`config.mk`:
```
export PLATFORM = sky130hd
export DESIGN_NAME = reg_bus_interconnect
export DESIGN_NICKNAME = d
export VERILOG_FILES = /design/src/rtl/reg_bus_pkg.sv /design/src/rtl/ack_priority_select.sv /design/src/rtl/reg_bus_interconnect.sv
export SDC_FILE = /design/constraint.sdc
export NUM_CORES = 1
export LEC_CHECK = 0
export CAP_MARGIN = 0
export CORE_ASPECT_RATIO = 1.1
export CORE_MARGIN = 10
export CORE_UTILIZATION = 40
export DETAILED_ROUTE_END_ITERATION = 10
export HOLD_SLACK_MARGIN = 0.05
export PLACE_DENSITY = 0.74
export RECOVER_POWER = 25
export SLEW_MARGIN = 15
export SYNTH_ARGS = -nofsm -noshare
export SYNTH_HDL_FRONTEND = slang
export SYNTH_SLANG_ARGS = --single-unit
```
`constraint.sdc`:
```
create_clock -name clk -period 2.2 [get_ports clk]
set_input_delay 0.33 -clock clk [delete_from_list [all_inputs] [get_ports clk]]
set_output_delay 0.33 -clock clk [all_outputs]
set_load 0.01 [all_outputs]
```
`src/rtl/reg_bus_pkg.sv`:
```
// Shared definitions for the register-bus interconnect: FSM encoding,
// default bus widths and the error-statistics helpers.
package reg_bus_pkg;

  localparam int ADDR_W_DEF = 4;
  localparam int DATA_W_DEF = 4;
  localparam int ERR_CNT_W  = 8;
  localparam int CNT_W      = 8;

  typedef enum logic [1:0] {IDLE, WAIT, RESP, DRAIN} bus_state_t;

  function automatic logic [ERR_CNT_W-1:0] sat_inc(input logic [ERR_CNT_W-1:0] v);
    return (v == '1) ? v : v + ERR_CNT_W'(1);
  endfunction

endpackage

```
`src/rtl/ack_priority_select.sv`:
```
// Lowest-index-wins encoder over the slave ack vector, plus any/multi flags
// used for completion and collision detection.
module ack_priority_select #(
  parameter int N     = 4,
  parameter int IDX_W = (N > 1) ? $clog2(N) : 1
) (
  input  logic [N-1:0]     ack,
  output logic [IDX_W-1:0] idx,
  output logic             ack_any,
  output logic             ack_multi
);

  always_comb begin
    idx = '0;
    for (int i = N - 1; i >= 0; i--)
      if (ack[i]) idx = IDX_W'(i);
  end

  assign ack_any   = |ack;
  // Clearing the lowest set bit leaves something only if two or more were set.
  assign ack_multi = |(ack & (ack - N'(1)));

endmodule

```
`src/rtl/reg_bus_interconnect.sv`:
```
// Register-bus interconnect: broadcasts one decoder request to all slaves,
// returns a registered single-cycle response, and flags collisions/timeouts.
module reg_bus_interconnect
  import reg_bus_pkg::*;
#(
  parameter int N_SLAVES = 4,
  parameter int ADDR_W   = ADDR_W_DEF,
  parameter int DATA_W   = DATA_W_DEF,
  parameter int TIMEOUT  = 15
) (
  input  logic                         clk,
  input  logic                         rst,
  input  logic                         m_valid,
  input  logic [ADDR_W-1:0]            m_address,
  input  logic [DATA_W-1:0]            m_data,
  output logic                         m_ack,
  output logic [DATA_W-1:0]            m_data_out,
  output logic                         m_data_out_valid,
  output logic                         s_valid,
  output logic [ADDR_W-1:0]            s_address,
  output logic [DATA_W-1:0]            s_data,
  input  logic [N_SLAVES-1:0]          s_ack,
  input  logic [N_SLAVES*DATA_W-1:0]   s_data_out,
  input  logic [N_SLAVES-1:0]          s_data_out_valid,
  output logic                         err_timeout,
  output logic                         err_collision,
  output logic [ERR_CNT_W-1:0]         err_count
);

  localparam int IDX_W = (N_SLAVES > 1) ? $clog2(N_SLAVES) : 1;

  bus_state_t                       state;
  logic [CNT_W-1:0]                 cnt;
  logic [N_SLAVES-1:0][DATA_W-1:0]  slv_data;
  logic [IDX_W-1:0]                 win;
  logic                             ack_any, ack_multi, collide, timed_out;

  assign slv_data  = s_data_out;
  assign collide   = (N_SLAVES > 1) && ack_multi;
  assign timed_out = (cnt == CNT_W'(TIMEOUT));

  ack_priority_select #(.N(N_SLAVES), .IDX_W(IDX_W)) u_sel (
    .ack       (s_ack),
    .idx       (win),
    .ack_any   (ack_any),
    .ack_multi (ack_multi)
  );

  always_ff @(posedge clk or negedge rst) begin
    if (!rst) begin
      state            <= IDLE;
      cnt              <= '0;
      s_valid          <= 1'b0;
      s_address        <= '0;
      s_data           <= '0;
      m_ack            <= 1'b0;
      m_data_out       <= '0;
      m_data_out_valid <= 1'b0;
      err_timeout      <= 1'b0;
      err_collision    <= 1'b0;
      err_count        <= '0;
    end else begin
      m_ack            <= 1'b0;
      m_data_out_valid <= 1'b0;
      err_timeout      <= 1'b0;
      err_collision    <= 1'b0;
      case (state)
        IDLE: if (m_valid) begin
          s_address <= m_address;
          s_data    <= m_data;
          s_valid   <= 1'b1;
          cnt       <= '0;
          state     <= WAIT;
        end
        WAIT: begin
          cnt <= cnt + CNT_W'(1);
          // An ack on the final counted cycle still completes normally.
          if (ack_any) begin
            s_valid       <= 1'b0;
            cnt           <= '0;
            m_ack         <= 1'b1;
            err_collision <= collide;
            if (s_data_out_valid[win]) begin
              m_data_out       <= slv_data[win];
              m_data_out_valid <= 1'b1;
            end
            if (collide) err_count <= sat_inc(err_count);
            state <= RESP;
          end else if (timed_out) begin
            s_valid     <= 1'b0;
            cnt         <= '0;
            m_ack       <= 1'b1;
            err_timeout <= 1'b1;
            m_data_out  <= '0;
            err_count   <= sat_inc(err_count);
            state       <= RESP;
          end
        end
        RESP:  state <= DRAIN;
        // Hold off until the decoder drops its request so it is not re-issued.
        DRAIN: if (!m_valid) state <= IDLE;
        default: state <= IDLE;
      endcase
    end
  end

endmodule

```
==> impl_metrics.tcl, run 1 <==
set metrics [dict create \
    powerDensity_nw_per_um2 1012 \
    async_reset_ff_share_pct 100.0 \
    cts_root_buf "clkbuf_8" \
    path_cells "or4_4 > or4_4 > a21oi_4 > and4_1 > xor2_1" \
    io_pins 60 \
    worstSetupStartpointType "flip-flop" \
    num_vias 1581 \
    cts.sinks 35 \
    grt_pass1_vias 1634 \
    tightestPinTransition_ns 0.8468 \
    rsz0062_at_grt "false" \
    path_buf_inv 0 \
    hp-class "flip-flop to flip-flop" \
    wire_per_inst_um 15.05 \
    grt_usage_pct 12.36 \
    drt_first_pass_iters 4 \
    p_comb_share_pct 43.8 \
    fin_area_um2 2675 \
    yosysMostFrequentCell "dfrtp_1" \
    fillers 370 \
    final_nets 292 \
    vdd_drop_max_uv 665.5 \
    fin_skew_ns 0.004101 \
    viasPerCell 5.167 \
    multi_input_area_um2 863.3 \
    drtIter0Drc 81 \
    ys.flop_type "dfrtp_1" \
    cpPeakStageDelay_ns 0.56 \
    gp_congestion 0.8038 \
    area_delta_synth_final_pct 47.75 \
    synth_area_per_cell_um2 10.53 \
    leakage_nw 1.171 \
    cts_tree "built" \
    grt_pass1_wl_mm 7.914 \
    slew_headroom_pct 43.55 \
    required_ns 2.42 \
    antenna_found_initial 0 \
    p_int_mw 1.823 \
    synth_commonest_cells "35 x dfrtp_1, 16 x nor2_1, 12 x nand2_1, 11 x mux2_2, 10 x inv_1" \
    ys_ff_latch 35 \
    switching_share_pct 32.63 \
    cp_slowest_cell "or4_4" \
    critPathMaxFanout 8 \
    yosys.area.top_type "dfrtp_1" \
    hold_viol 0 \
    clockPowerShare_pct 19.0 \
    period_share_pct 96.05 \
    rows 25 \
    cts_buffers 5 \
    fin_crit_ns 2.113 \
    insertion_delay_ns 0.29 \
    n_antenna_cell 0 \
    grt-ovfl-total 0 \
    routed_wl_mm 4.605 \
    yosysSeqAreaShare_pct 48.38 \
    hpwl_mm 3.569 \
    setup_viol 0 \
    synth_fp_nets 213 \
    drive_gt1_share_pct 17.46 \
    port_buffers 59 \
    grt_max_degree 36 \
    power_switching_mw 0.8830 \
    cts_htree_levels 2 \
    setup_tns_ns 0 \
    ant_nets 0 \
    drc 0 \
    crit_family "simple AND/OR/NAND/NOR gates" \
    maxCapViolations 0 \
    clock_path_buffers 2 \
    regArea_um2 875.8 \
    slew_viol_final 0 \
    synth_top_area_share_pct 48.38 \
    die_w_um 84.15 \
    die_height_um 90.56 \
    dieArea_um2 7620 \
    cp.arrival_ns 2.33 \
    core_area_um2 4348 \
    postPlaceCellArea_um2 2566 \
    ys_types 40 \
    synth_edf_count 0 \
    pwr-share-seq_pct 37.2 \
    cts_hold_buf 0 \
    fmax_mhz 473.2 \
    outcome "finished clean" \
    initial_core_util_pct 41.64 \
    fin_total_pwr_mw 2.706 \
    netlist_top_cells_area "dfrtp_1 48%, mux2_2 6.8%, ha_1 4.1%, nor2_1 3.3%, xnor2_1 2.9%" \
    syn_inst 172 \
    worstSetupPathType "flip-flop to flip-flop" \
    cp-end-kind "flip-flop" \
    crit_top_cell "or4_4" \
    ys_warn_count 0 \
    path_clk_slew_ns 0.07 \
    syn_area_um2 1810 \
]
## layer usage
| metal | wire (um) | track usage [%] |
|---|---|---|
| met5 | 0 | 0 |
| met4 | 57 | 4.190 |
| met3 | 358 | 5.235 |
| met2 | 2149 | 19.92 |
| met1 | 2039 | 14.27 |
## worst paths after layout
path	start	to	slack, ns	cells after the start
setup / recovery	cnt[5]	err_count[4]	0.09	5
hold / removal	cnt[7]	cnt[7]	0.49	1
setup reg to reg	cnt[5]	err_count[4]	0.09	5
hold reg to reg	cnt[7]	cnt[7]	0.49	1
max in group asynchronous	rst	cnt[5]	1.00	2
min in group asynchronous	rst	s_data[1]	0.67	2
## final cells by class
| type | instances | share of cell area [%] |
|---|---|---|
| sequential | 35 | 32.74 |
| multi-input combinational | 121 | 32.27 |
| timing repair buffer | 78 | 27.32 |
| clock buffer | 8 | 3.742 |
| tap | 54 | 2.526 |
| inverter | 10 | 1.403 |
## registers in the layout, indices dropped and copies added, names as in the netlist
register,cells
m_ack,1
m_data_out,4
s_address,4
state,2
err_collision,1
s_valid,1
cnt,8
m_data_out_valid,1
err_timeout,1
err_count,8
s_data,4
## power by group through the flow
| stage | combinational [mW] | sequential [mW] | clock [mW] |
|---|---|---|---|
| floorplan | 0.489 | 1.09 | 0 |
| global placement | 1.17 | 1.01 | 0 |
| detailed placement | 1.19 | 1.02 | 0 |
| CTS | 1.20 | 1.01 | 0.525 |
| global route | 1.31 | 1.04 | 0.563 |
| finish | 1.19 | 1.01 | 0.515 |
## cells in the final DEF, fill, tap and decap left out, drive strengths merged, types with 2 or more instances in the layout
cell / synthesis / layout
o21ai: 6 / 6
inv: 10 / 10
a21oi: 6 / 6
nand3: 5 / 5
buf: 2 / 18
nor3: 7 / 7
xor2: 4 / 4
or4: 3 / 3
nand2: 12 / 12
clkdlybuf4s50: 0 / 58
a31oi: 2 / 2
nor2: 16 / 16
a211o: 4 / 4
ha: 6 / 6
mux2: 11 / 11
nand4: 4 / 4
o22ai: 6 / 6
and3: 3 / 3
dfrtp: 35 / 35
a41oi: 2 / 2
xnor2: 6 / 6
clkbuf: 4 / 9
a32o: 4 / 4
## cells by family (layout without fill, tap and decap cells)
family          count (synthesis)  count (layout)  share of synthesized area, %
buf+inv                        16              96                         4.146
flops                          35              35                         48.38
mux                            11              11                         6.842
simple gates                   57              57                         16.38
fa+ha+maj                       6               6                         4.146
xor+xnor                       10              10                         4.837
compound gates                 37              37                         15.27
## stage by stage
stage                     std cells  utilization (%)  setup slack (ns)  hold WS, ns
final                           306            61.53           0.08691       0.4934
after global routing            306            61.53          0.009088       0.5147
after CTS                       305            61.32           0.02180       0.4602
after detailed placement        297            59.02           -0.1417       0.4839
after global placement          297            59.02          -0.08150       0.4729
after floorplan                 172                -           0.06399      0.03441
## timing repair
action | in CTS | in global routing
buffers inserted | 0 | 1
gates cloned | 0 | 0
resized for setup | 0 | 1
pin swaps | 1 | 4
endpoints found under the setup margin | 1 | 3
hold endpoints to repair | 0 | 0
Power figures use the tool's default switching activity.
==> run 2, diff against run 1 <==
--- a/config.mk
+++ b/config.mk
@@ -11,7 +11,7 @@
 export CORE_UTILIZATION = 40
 export DETAILED_ROUTE_END_ITERATION = 10
 export HOLD_SLACK_MARGIN = 0.05
-export PLACE_DENSITY = 0.74
+export PLACE_DENSITY = 0.71
 export RECOVER_POWER = 25
 export SLEW_MARGIN = 15
 export SYNTH_ARGS = -nofsm -noshare
==> constraint.sdc (replaced) <==
create_clock -name clk -period 2.52 [get_ports clk]
set_input_delay 0.378 -clock clk [delete_from_list [all_inputs] [get_ports clk]]
set_output_delay 0.378 -clock clk [all_outputs]
set_load 0.01 [all_outputs]
==> impl_metrics.tcl, run 2 (synthesized netlist as in run 1, its figures left out) <==
set metrics [dict create \
    p_int_mw 1.568 \
    postPlaceCellArea_um2 2491 \
    slew_headroom_pct 43.61 \
    maxCapViolations 0 \
    cpPeakStageDelay_ns 0.57 \
    port_buffers 59 \
    fmax_mhz 440.3 \
    rows 25 \
    die_w_um 84.15 \
    hpwl_mm 3.423 \
    layout_common_cells "58 x clkdlybuf4s50_1, 35 x dfrtp_1, 16 x nor2_1" \
    hold_viol 0 \
    pwr-share-seq_pct 37.7 \
    multi_input_area_um2 859.6 \
    cp-end-kind "flip-flop" \
    crit_top_cell "or4_4" \
    hp-class "flip-flop to flip-flop" \
    initial_core_util_pct 41.64 \
    worstSetupStartpointType "flip-flop" \
    n_antenna_cell 0 \
    routed_wl_mm 4.423 \
    fin_area_um2 2589 \
    viasPerCell 5.129 \
    drtIter0Drc 67 \
    num_vias 1513 \
    gr-usage-met1_pct 12.89 \
    switching_share_pct 32.62 \
    drt_first_pass_iters 4 \
    period_share_pct 90.13 \
    ant_nets 0 \
    cp_slowest_cell "or4_4" \
    post_cts_resize_count 0 \
    grt_util_met2_pct 18.91 \
    die_height_um 90.56 \
    preCtsSetupSlack_ns 0.01749 \
    outcome "finished clean" \
    post_cts_buffers 0 \
    path_clk_slew_ns 0.07 \
    clock_path_buffers 2 \
    clockPowerShare_pct 19.2 \
    worstSetupPathType "flip-flop to flip-flop" \
    wire_per_inst_um 14.99 \
    fillers 403 \
    grt_pass1_vias 1608 \
    cts_buffers 5 \
    grt_usage_pct 11.64 \
    cts_htree_levels 2 \
    vdd_drop_max_uv 719.7 \
    critPathMaxFanout 8 \
    cts_root_buf "clkbuf_8" \
    regArea_um2 875.8 \
    p_comb_share_pct 43.1 \
    gp_congestion 0.7511 \
    slew_viol_final 0 \
    rsz0062_at_grt "false" \
    cts_tree "built" \
    path_buf_inv 0 \
    reg.largest.list "cnt x8, err_count x8" \
    power_switching_mw 0.7590 \
    antenna_found_initial 0 \
    powerDensity_nw_per_um2 898.7 \
    dieArea_um2 7620 \
    cts_hold_buf 0 \
    finalWorstSetupSlack_ns 0.2487 \
    crit_family "simple AND/OR/NAND/NOR gates" \
    fin_skew_ns 0.005931 \
    setup_tns_ns 0 \
    grt_busiest_layer "met2" \
    grt_max_degree 36 \
    io_pins 60 \
    grt-ovfl-total 0 \
    drive_gt1_share_pct 13.69 \
    leakage_nw 1.110 \
    drc 0 \
    fin_crit_ns 2.271 \
    setup_viol 0 \
    cts.sinks 35 \
    insertion_delay_ns 0.28 \
    grt_util_met3_pct 5.325 \
    grt_pass1_wl_mm 7.493 \
    cp.arrival_ns 2.44 \
    final_nets 281 \
    final_common_cell "clkdlybuf4s50_1" \
    core_area_um2 4348 \
    fin_total_pwr_mw 2.327 \
    area_delta_synth_final_pct 42.99 \
    path_cells "or4_4 > or4_4 > a21oi_4 > mux2_2" \
    required_ns 2.69 \
    tightestPinTransition_ns 0.8459 \
]
-- run 2: changes by cell type in the layout (fill, tap and decap cells not counted), sizes merged --
cell and change:
buf -11
-- run 2: layer usage --
metal	share of wire, %	wire, um	vias to the layer above
met5	0	0	-
met4	1.4	63	0
met3	8.3	366	7
met2	48	2142	39
met1	42	1851	707
li1	-	-	760
-- run 2: per-stage QoR --
| stage | hold slack [ns] | utilization, % | instances |
|---|---|---|---|
| floorplan | 0.08241 | - | 172 |
| global placement | 0.4818 | 57.29 | 287 |
| detailed placement | 0.4832 | 57.29 | 287 |
| CTS | 0.5008 | 59.60 | 295 |
| global route | 0.5196 | 59.54 | 295 |
| finish | 0.4952 | 59.54 | 295 |
-- run 2: path summary, 6_finish.rpt --
| check | cells past startpoint | from | slack, ns | to |
|---|---|---|---|---|
| max in group asynchronous | 2 | rst | 1.27 | m_ack |
| min reg2reg | 1 | m_data_out[3] | 0.50 | m_data_out[3] |
| min in group asynchronous | 2 | rst | 0.72 | cnt[4] |
| max reg2reg | 4 | cnt[6] | 0.25 | err_count[1] |
| min | 1 | m_data_out[3] | 0.50 | m_data_out[3] |
| max | 4 | cnt[6] | 0.25 | err_count[1] |
-- run 2: cell type report --
type,instances,area share (%)
Tap cell,54,2.610
Sequential cell,35,33.83
Timing Repair Buffer,67,25.04
Multi-Input combinational cell,121,33.20
Clock buffer,8,3.867
Inverter,10,1.450
-- run 2: power by group through the flow --
stage	Clock (mW)	Combinational [mW]	Sequential, mW
finish	0.447	1.00	0.877
global route	0.487	1.10	0.907
CTS	0.463	1.03	0.878
detailed placement	0	1.02	0.887
global placement	0	1.00	0.882
floorplan	0	0.427	0.948
==> run 3, diff against run 2 <==
--- a/config.mk
+++ b/config.mk
@@ -8,10 +8,10 @@
 export CAP_MARGIN = 0
 export CORE_ASPECT_RATIO = 1.1
 export CORE_MARGIN = 10
-export CORE_UTILIZATION = 40
+export CORE_UTILIZATION = 45
 export DETAILED_ROUTE_END_ITERATION = 10
 export HOLD_SLACK_MARGIN = 0.05
-export PLACE_DENSITY = 0.71
+export PLACE_DENSITY = 0.79
 export RECOVER_POWER = 25
 export SLEW_MARGIN = 15
 export SYNTH_ARGS = -nofsm -noshare
==> constraint.sdc (replaced) <==
create_clock -name clk -period 2.7 [get_ports clk]
set_input_delay 0.405 -clock clk [delete_from_list [all_inputs] [get_ports clk]]
set_output_delay 0.405 -clock clk [all_outputs]
set_load 0.01 [all_outputs]
==> impl_metrics.tcl, run 3 (synthesized netlist as in run 1, its figures left out) <==
set metrics [dict create \
    outcome "finished, violations left" \
    violations "max-capacitance violations, max-slew violations" \
    cts_htree_levels 2 \
    hp-class "flip-flop to flip-flop" \
    core_area_um2 3934 \
    drive_gt1_share_pct 12.24 \
    cts_hold_buf 0 \
    final_common_cell "clkdlybuf4s50_1" \
    dieArea_um2 6963 \
    fmax_mhz 443.7 \
    die_w_um 80.48 \
    fin_skew_ns 0.003917 \
    slew_headroom_pct -24.16 \
    setup_viol 0 \
    post_cts_resize_count 0 \
    wire_per_inst_um 15.55 \
    hpwl_mm 3.453 \
    cts.sinks 35 \
    fillers 336 \
    area_delta_synth_final_pct 40.98 \
    cts_tree "built" \
    grt_usage_pct 12.97 \
    rsz0062_at_grt "false" \
    initial_core_util_pct 46.02 \
    routed_wl_mm 4.495 \
    grt_pass1_wl_mm 7.300 \
    setup_tns_ns 0 \
    grt_pass1_vias 1532 \
    antenna_found_initial 0 \
    drc 0 \
    path_clk_slew_ns 0.07 \
    num_vias 1495 \
    hold_viol 0 \
    cp-end-kind "flip-flop" \
    fin_crit_ns 2.254 \
    grt-ovfl-total 0 \
    ant_nets 0 \
    port_buffers 59 \
    grt_max_degree 36 \
    reg.largest.list "cnt x8, err_count x8" \
    viasPerCell 5.173 \
    vdd_drop_max_uv 518.6 \
    io_pins 60 \
    cp_slowest_cell "or4_1" \
    cpPeakStageDelay_ns 0.55 \
    n_antenna_cell 0 \
    cts_buffers 5 \
    drtIter0Drc 90 \
    slew_viol_final 36 \
    post_cts_buffers 0 \
    insertion_delay_ns 0.28 \
    maxCapViolations 1 \
    powerDensity_nw_per_um2 847.1 \
    clock_path_buffers 2 \
    worstSetupStartpointType "primary input" \
    cts_root_buf "clkbuf_8" \
    die_height_um 86.53 \
    cp.arrival_ns 2.43 \
    leakage_nw 1.090 \
    critPathMaxFanout 7 \
    fin_total_pwr_mw 2.162 \
    rows 24 \
    path_buf_inv 1 \
    crit_family "simple AND/OR/NAND/NOR gates" \
    required_ns 2.87 \
    path_cells "clkdlybuf4s50_1 > or2_2 > or4_1 > nor3_1 > nor2_1 > a32o_1" \
    gp_congestion 0.8142 \
    period_share_pct 83.47 \
    final_nets 277 \
    worstSetupPathType "primary input to flip-flop" \
    tightestPinTransition_ns 1.862 \
    layout_common_cells "58 x clkdlybuf4s50_1, 35 x dfrtp_1, 16 x nor2_1" \
    drt_first_pass_iters 4 \
]
run 3: cell count changes in the layout (fill, tap and decap cells not counted), sizes merged:
| cell | delta |
|---|---|
| buf | -3 |
| dlygate4sd3 | -1 |
run 3: metal layers:
| layer | global-route usage (%) | vias up | wire, um |
|---|---|---|---|
| met5 | 0 | - | 0 |
| met4 | 3.365 | 0 | 44 |
| met3 | 5.590 | 6 | 359 |
| met2 | 20.72 | 39 | 2147 |
| met1 | 15.51 | 702 | 1944 |
| li1 | - | 748 | - |
run 3: final cells by class:
class	count	area, um^2	share of cell area (%)
clock buffers	8	100.1	3.922
inverters	10	37.54	1.471
multi-input cells	121	859.6	33.68
flip-flops and latches	35	875.8	34.31
well taps	52	65.06	2.549
repair buffers	63	614.3	24.07
run 3: path summary, 6_finish.rpt:
check,cells after the start,startpoint,slack (ns),to
min in group asynchronous,1,rst,0.62,cnt[2]
hold / removal,1,m_data_out[3],0.50,m_data_out[3]
hold reg to reg,1,m_data_out[3],0.50,m_data_out[3]
setup reg to reg,4,cnt[6],0.46,err_count[1]
setup / recovery,6,s_ack[2],0.45,m_data_out[1]
max in group asynchronous,1,rst,1.00,s_data[2]
run 3: per-stage QoR:
step,cell area (um^2),utilization [%],setup slack [ns],hold WS [ns],cells
3_3_place_gp,2454,62.37,0.2087,0.4793,281
5_1_grt,2552,64.89,0.2902,0.5273,289
2_1_floorplan,1810,-,0.5640,0.1094,172
4_1_cts,2554,64.92,0.4547,0.2159,289
6_report,2552,64.89,0.4463,0.5045,289
3_5_place_dp,2454,62.37,0.1632,0.4854,281
run 3: report_power, final:
group / switching (mW) / internal (mW) / leakage [nW]
Combinational: 0.403 / 0.527 / 0.589
Sequential: 0.125 / 0.695 / 0.450
Clock: 0.180 / 0.233 / 0.0515
Total: 0.708 / 1.45 / 1.09
